## src/rtl/memory_stage.sv

```systemverilog
// MEM stage of the 5-stage RV64 pipeline: issues data-bus loads/stores,
// aligns and extends load data, and stalls upstream while a bus access is open.
package mem_pkg;

    typedef enum logic [1:0] {
        MSIZE1,
        MSIZE2,
        MSIZE4,
        MSIZE8
    } msize_t;

    typedef struct packed {
        logic [31:0] raw_instr;
    } control_t;

    typedef struct packed {
        logic [63:0] pc;
        control_t    ctl;
        logic [63:0] rs2;
        logic [63:0] alu;
        logic        valid;
    } execute_data_t;

    typedef struct packed {
        logic        valid;
        logic [63:0] addr;
        msize_t      size;
        logic [7:0]  strobe;
        logic [63:0] data;
    } dbus_req_t;

    typedef struct packed {
        logic        addr_ok;
        logic        data_ok;
        logic [63:0] data;
    } dbus_resp_t;

    typedef struct packed {
        logic [63:0] pc;
        control_t    ctl;
        logic [63:0] alu;
        logic [63:0] rdata;
        logic        valid;
    } memory_data_t;

endpackage

module memory_stage
    import mem_pkg::*;
#(
    parameter bit CHECK_ALIGN = 1'b1
) (
    input  logic          clk,
    input  logic          reset,
    input  execute_data_t dataE,
    output dbus_req_t     dreq,
    input  dbus_resp_t    dresp,
    output memory_data_t  dataM_nxt,
    output logic          stall,
    output logic          misalign
);

    localparam logic [0:0] IDLE = 1'b0;
    localparam logic [0:0] WAIT = 1'b1;

    typedef struct packed {
        logic [63:0] addr;
        msize_t      size;
        logic [7:0]  strobe;
        logic [63:0] data;
        logic        is_load;
        logic        unsgn;
    } req_t;

    logic [0:0]  state;
    req_t        req_q;
    req_t        new_req;
    req_t        cur;
    logic [6:0]  opcode;
    logic [2:0]  funct3;
    logic [2:0]  off;
    logic [2:0]  amask;
    logic [7:0]  smask;
    logic        is_load;
    logic        is_store;
    logic        mis;
    logic        active;
    logic        in_txn;
    logic        done;
    logic [63:0] shifted;
    logic [63:0] ext;
    logic        unused_ok;

    assign unused_ok = dresp.addr_ok;

    always_comb begin
        opcode   = dataE.ctl.raw_instr[6:0];
        funct3   = dataE.ctl.raw_instr[14:12];
        off      = dataE.alu[2:0];
        is_load  = (opcode == 7'b0000011);
        is_store = (opcode == 7'b0100011);
        amask    = 3'd0;
        smask    = 8'h00;
        unique case (funct3[1:0])
            2'b00: begin amask = 3'd0; smask = 8'h01; end
            2'b01: begin amask = 3'd1; smask = 8'h03; end
            2'b10: begin amask = 3'd3; smask = 8'h0f; end
            2'b11: begin amask = 3'd7; smask = 8'hff; end
        endcase
        mis = CHECK_ALIGN && (is_load || is_store) && (|(off & amask));
        misalign = reset && dataE.valid && mis;
        active = reset && dataE.valid && (is_load || is_store) && !mis;

        new_req         = '0;
        new_req.addr    = dataE.alu;
        new_req.size    = msize_t'(funct3[1:0]);
        new_req.strobe  = is_store ? (smask << off) : 8'h00;
        new_req.data    = is_store ? (dataE.rs2 << {off, 3'b000}) : 64'd0;
        new_req.is_load = is_load;
        new_req.unsgn   = funct3[2];

        cur    = (state == WAIT) ? req_q : new_req;
        in_txn = reset && ((state == WAIT) || active);
        done   = in_txn && dresp.data_ok;
        stall  = in_txn && !dresp.data_ok;

        dreq = '0;
        if (in_txn) begin
            dreq.valid  = 1'b1;
            dreq.addr   = cur.addr;
            dreq.size   = cur.size;
            dreq.strobe = cur.strobe;
            dreq.data   = cur.data;
        end

        // Bring the addressed bytes down to bit 0, then trim and extend.
        shifted = dresp.data >> {cur.addr[2:0], 3'b000};
        ext     = '0;
        unique case (cur.size)
            MSIZE1: ext = cur.unsgn ? {56'd0, shifted[7:0]}
                                    : {{56{shifted[7]}}, shifted[7:0]};
            MSIZE2: ext = cur.unsgn ? {48'd0, shifted[15:0]}
                                    : {{48{shifted[15]}}, shifted[15:0]};
            MSIZE4: ext = cur.unsgn ? {32'd0, shifted[31:0]}
                                    : {{32{shifted[31]}}, shifted[31:0]};
            MSIZE8: ext = shifted;
        endcase

        dataM_nxt       = '0;
        dataM_nxt.pc    = dataE.pc;
        dataM_nxt.ctl   = dataE.ctl;
        dataM_nxt.alu   = dataE.alu;
        dataM_nxt.valid = in_txn ? done : (reset && dataE.valid);
        dataM_nxt.rdata = (done && cur.is_load) ? ext : 64'd0;
    end

    always_ff @(posedge clk or negedge reset) begin
        if (!reset) begin
            state <= IDLE;
            req_q <= '0;
        end else begin
            unique case (state)
                IDLE: begin
                    if (active && !dresp.data_ok) begin
                        state <= WAIT;
                        req_q <= new_req;
                    end
                end
                WAIT: begin
                    if (dresp.data_ok) state <= IDLE;
                end
                default: state <= IDLE;
            endcase
        end
    end

endmodule

```

## config.mk

```make
export PLATFORM = sky130hd
export DESIGN_NAME = memory_stage
export DESIGN_NICKNAME = d
export VERILOG_FILES = /design/src/rtl/memory_stage.sv
export SDC_FILE = /design/constraint.sdc
export NUM_CORES = 1
export LEC_CHECK = 0
export ABC_AREA = 1
export BUFFER_PORTS_ARGS = -buffer_cell sky130_fd_sc_hd__clkbuf_2
export CAP_MARGIN = 15
export CELL_PAD_IN_SITES_DETAIL_PLACEMENT = 1
export CELL_PAD_IN_SITES_GLOBAL_PLACEMENT = 1
export CORE_AREA = 2 2 259 261
export DETAILED_ROUTE_END_ITERATION = 10
export DIE_AREA = 0 0 261 263
export PLACE_DENSITY = 0.68
export SKIP_CTS_REPAIR_TIMING = 1
export SYNTH_ARGS = -nofsm -noshare
export SYNTH_HDL_FRONTEND = slang
export SYNTH_SLANG_ARGS = --single-unit
```

## constraint.sdc

```tcl
create_clock -name clk -period 2.4 [get_ports clk]
set_input_delay 0.48 -clock clk [delete_from_list [all_inputs] [get_ports clk]]
set_output_delay 0.48 -clock clk [all_outputs]
set_load 0.02 [all_outputs]
```

==> results.json <==
{
  "status": "complete, but fails checks",
  "violations": "negative setup slack",
  "synth-main-ff-cell": "dfrtp_1",
  "die_area_mm2": 0.0686,
  "startpoint": "state",
  "synth_nets": 2574,
  "grt_pass1_vias": 16400,
  "max_stage_delay_ns": 0.73,
  "synth_xor_area_share_pct": 0,
  "fill_cells": 8573,
  "hold_viol": 0,
  "cts.sinks": 141,
  "nets": 3016,
  "ys_ff_latch": 141,
  "drc": 0,
  "design.core.area_mm2": 0.0656,
  "dieWidth_um": 261,
  "synth_cell_types": 40,
  "hold_path.class": "in -> reg",
  "cts_made_buffers": 17,
  "start_util_pct": 20.4,
  "place.port_buffers": 485,
  "synth_top_family_by_area": "simple AND/OR/NAND/NOR gates",
  "crit_path_cell_trace": "inv_4 > buf_4 > nand2_2 > o21ai_0 > buf_4 > clkbuf_2",
  "vias": 16400,
  "setup_ws_ns": -0.694,
  "async_reset_ff_share_pct": 100,
  "ys_seq_area_share_pct": 26.4,
  "dp_slack_ns": -0.648,
  "instances_no_fill": 3604,
  "grt_start_max_net_pins": 96,
  "synth_edf_count": 0,
  "routed_via_density": 4.56,
  "tritoncts": "yes",
  "synth-compound-area-share_pct": 18.1,
  "crit_path_top_delay_cell": "o21ai_0",
  "rsz0062_at_grt": "yes",
  "crit_fanout": 9,
  "ir_drop_mv": 0.369,
  "cap_violations": 0,
  "antenna_found_initial": 6,
  "final.setup_skew_ns": 0.00924,
  "grt_overflow": 0,
  "powerDensity_mw_per_mm2": 389,
  "syn_area_mm2": 0.0134,
  "m1WireLength_um": 29600,
  "track_usage_pct": 19.0,
  "wl_per_cell_um": 18.8,
  "areaGrowthSynthToFinish_pct": 36.2,
  "root_buffer": "clkbuf_16",
  "dr.pass1.iters": 6,
  "ctsHtreeMaxLevel": 4,
  "critPathMostFrequentCell": "buf_4",
  "setup_violations": 205,
  "r2r_start": "state",
  "hold_start": "dataE[16]",
  "antenna_left": 0,
  "synth_simple_gate_area_share_pct": 35.9,
  "tightestPinTransition_ns": 0.918,
  "period_needed_ns": 3.09,
  "placed_area_mm2": 0.0172,
  "top_layer": "met5",
  "final_design_area_no_fill_mm2": 0.0182,
  "gp_congestion": 0.948,
  "cp_data_required_time_ns": 1.92,
  "drt_wl_total_um": 67700,
  "drtIter0Drc": 1138,
  "cp_data_arrival_time_ns": 2.61,
  "crit_type": "reg -> out",
  "wl_met3_um": 4520,
  "layout-drive-gt1-share_pct": 31.4,
  "syn_inst": 2281,
  "synth.area.mux_share_pct": 0.150,
  "dp_cells": 3562,
  "endpoint_kind": "primary output",
  "power_leakage_nw": 9.67,
  "cts_max_path_buffers": 2,
  "die_y_um": 263,
  "syn_avg_cell_area_um2": 5.86,
  "final_max_slew_viol_count": 0,
  "wl_met2_um": 32000,
  "post-route-period-util_pct": 129,
  "rows": 94,
  "io_pins": 659,
  "clk_pin_slew_ns": 0.07,
  "yosysWarningCount": 0,
  "start_kind": "register",
  "hpwl_um": 54300,
  "grt_first_pass_wirelength_um": 99800,
  "finish.utilization_pct": 27.7,
  "synthAdderAreaFrac_pct": 0,
  "fmax_ghz": 0.323,
  "fin_hold_ws_ns": 0.286,
  "clk_latency_ns": 0.44,
  "max-slew-margin-rel_pct": 38.2
}
## final cells by class
cell class / instances / area [µm²] / area share, %
inverters: 172 / 653 / 3.59
repair buffers: 743 / 4850 / 26.7
multi-input cells: 1648 / 7470 / 41.1
clock buffers: 18 / 439 / 2.41
flip-flops and latches: 141 / 3530 / 19.4
clock inverters: 14 / 151 / 0.832
well taps: 864 / 1080 / 5.94
diodes: 4 / 10.0 / 0.0550
## where the power goes
| part | total, W | switching (W) | internal, W |
|---|---|---|---|
| combinational | 0.00182 | 0.00114 | 0.000689 |
| sequential | 0.00246 | 0.0000305 | 0.00243 |
| clock | 0.00278 | 0.00129 | 0.00150 |
| total | 0.00707 | 0.00245 | 0.00462 |
## registers in the layout, indices dropped and copies added, names as in the netlist
register  count
req_q       140
state         1
## cell usage after synthesis, types with 3 or more instances
library cell	number	share of area, %
buf_4	168	9.4
o21a_1	5	0.28
o31ai_1	3	0.17
nor2_1	412	12
and2_1	14	0.66
nor2_2	3	0.14
nand4_1	3	0.14
dfrtp_1	141	26
nand2_2	5	0.23
buf_1	6	0.17
o21ai_1	47	1.8
or2_2	6	0.28
o22ai_1	4	0.19
o21ai_0	196	7.3
inv_2	9	0.25
buf_2	75	2.8
o211ai_1	7	0.39
a21oi_1	167	6.3
nand3_1	147	5.5
a22oi_1	11	0.62
buf_6	3	0.25
nand2_1	575	16
inv_1	160	4.5
and3_1	5	0.23
clkbuf_1	69	1.9
a31oi_1	18	0.84
## routing by layer
layer,vias to the layer above,track usage (%)
li1,7979,-
met1,7845,24.2
met2,550,31.8
met3,71,4.46
met4,2,5.19
met5,-,0
## cells by family (layout without fill, tap and decap cells)
kind of cell / Yosys count / count (layout)
AOI/OAI and AO/OA: 462 / 462
buffers and inverters: 493 / 947
DFF: 141 / 141
muxes: 2 / 2
other: 0 / 4
and+or+nand+nor: 1183 / 1184
## critical path: cells and delay by family, from the launching register on
family | cells | cell delay [ns]
buffers and inverters | 4 | 0.75
DFF | 1 | 0.55
AOI/OAI and AO/OA | 1 | 0.73
and+or+nand+nor | 1 | 0.12
## final timing paths
check / endpoint / slack, ns / depth (start not counted)
max: dataM_nxt[0] / -0.69 / 6
min: req_q[91] / 0.29 / 3
max reg2reg: req_q[51] / 0.33 / 6
min reg2reg: req_q[11] / 0.49 / 2
max in group asynchronous: req_q[130] / 1.03 / 4
min in group asynchronous: req_q[35] / 0.34 / 3
## stage by stage
stage | setup TNS (ns) | power, W
finish | -80.84 | 0.00707
global route | -111.04 | 0.00743
CTS | -116.21 | 0.00714
detailed placement | -82.82 | 0.00429
global placement | -82.02 | 0.00428
floorplan | 0 | 0.00366
## layout by cell type (no fill, tap or decap), drive strengths merged
| cell type | n |
|---|---|
| clkinvlp | 3 |
| mux2i | 2 |
| dlygate4sd3 | 1 |
| a22oi | 11 |
| and2 | 14 |
| or2 | 7 |
| a22o | 1 |
| nand4 | 3 |
| nand2 | 582 |
| inv | 178 |
| clkinv | 4 |
| o21a | 5 |
| nor2 | 419 |
| a21oi | 168 |
| o211ai | 7 |
| and3 | 5 |
| nor3 | 3 |
| diode | 4 |
| dfrtp | 141 |
| o31ai | 3 |
| buf | 309 |
| a31oi | 18 |
| o21ai | 245 |
| bufinv | 1 |
| o22ai | 4 |
| nand3 | 149 |
| nand3b | 2 |
| clkbuf | 451 |
Power figures use the tool's default switching activity.
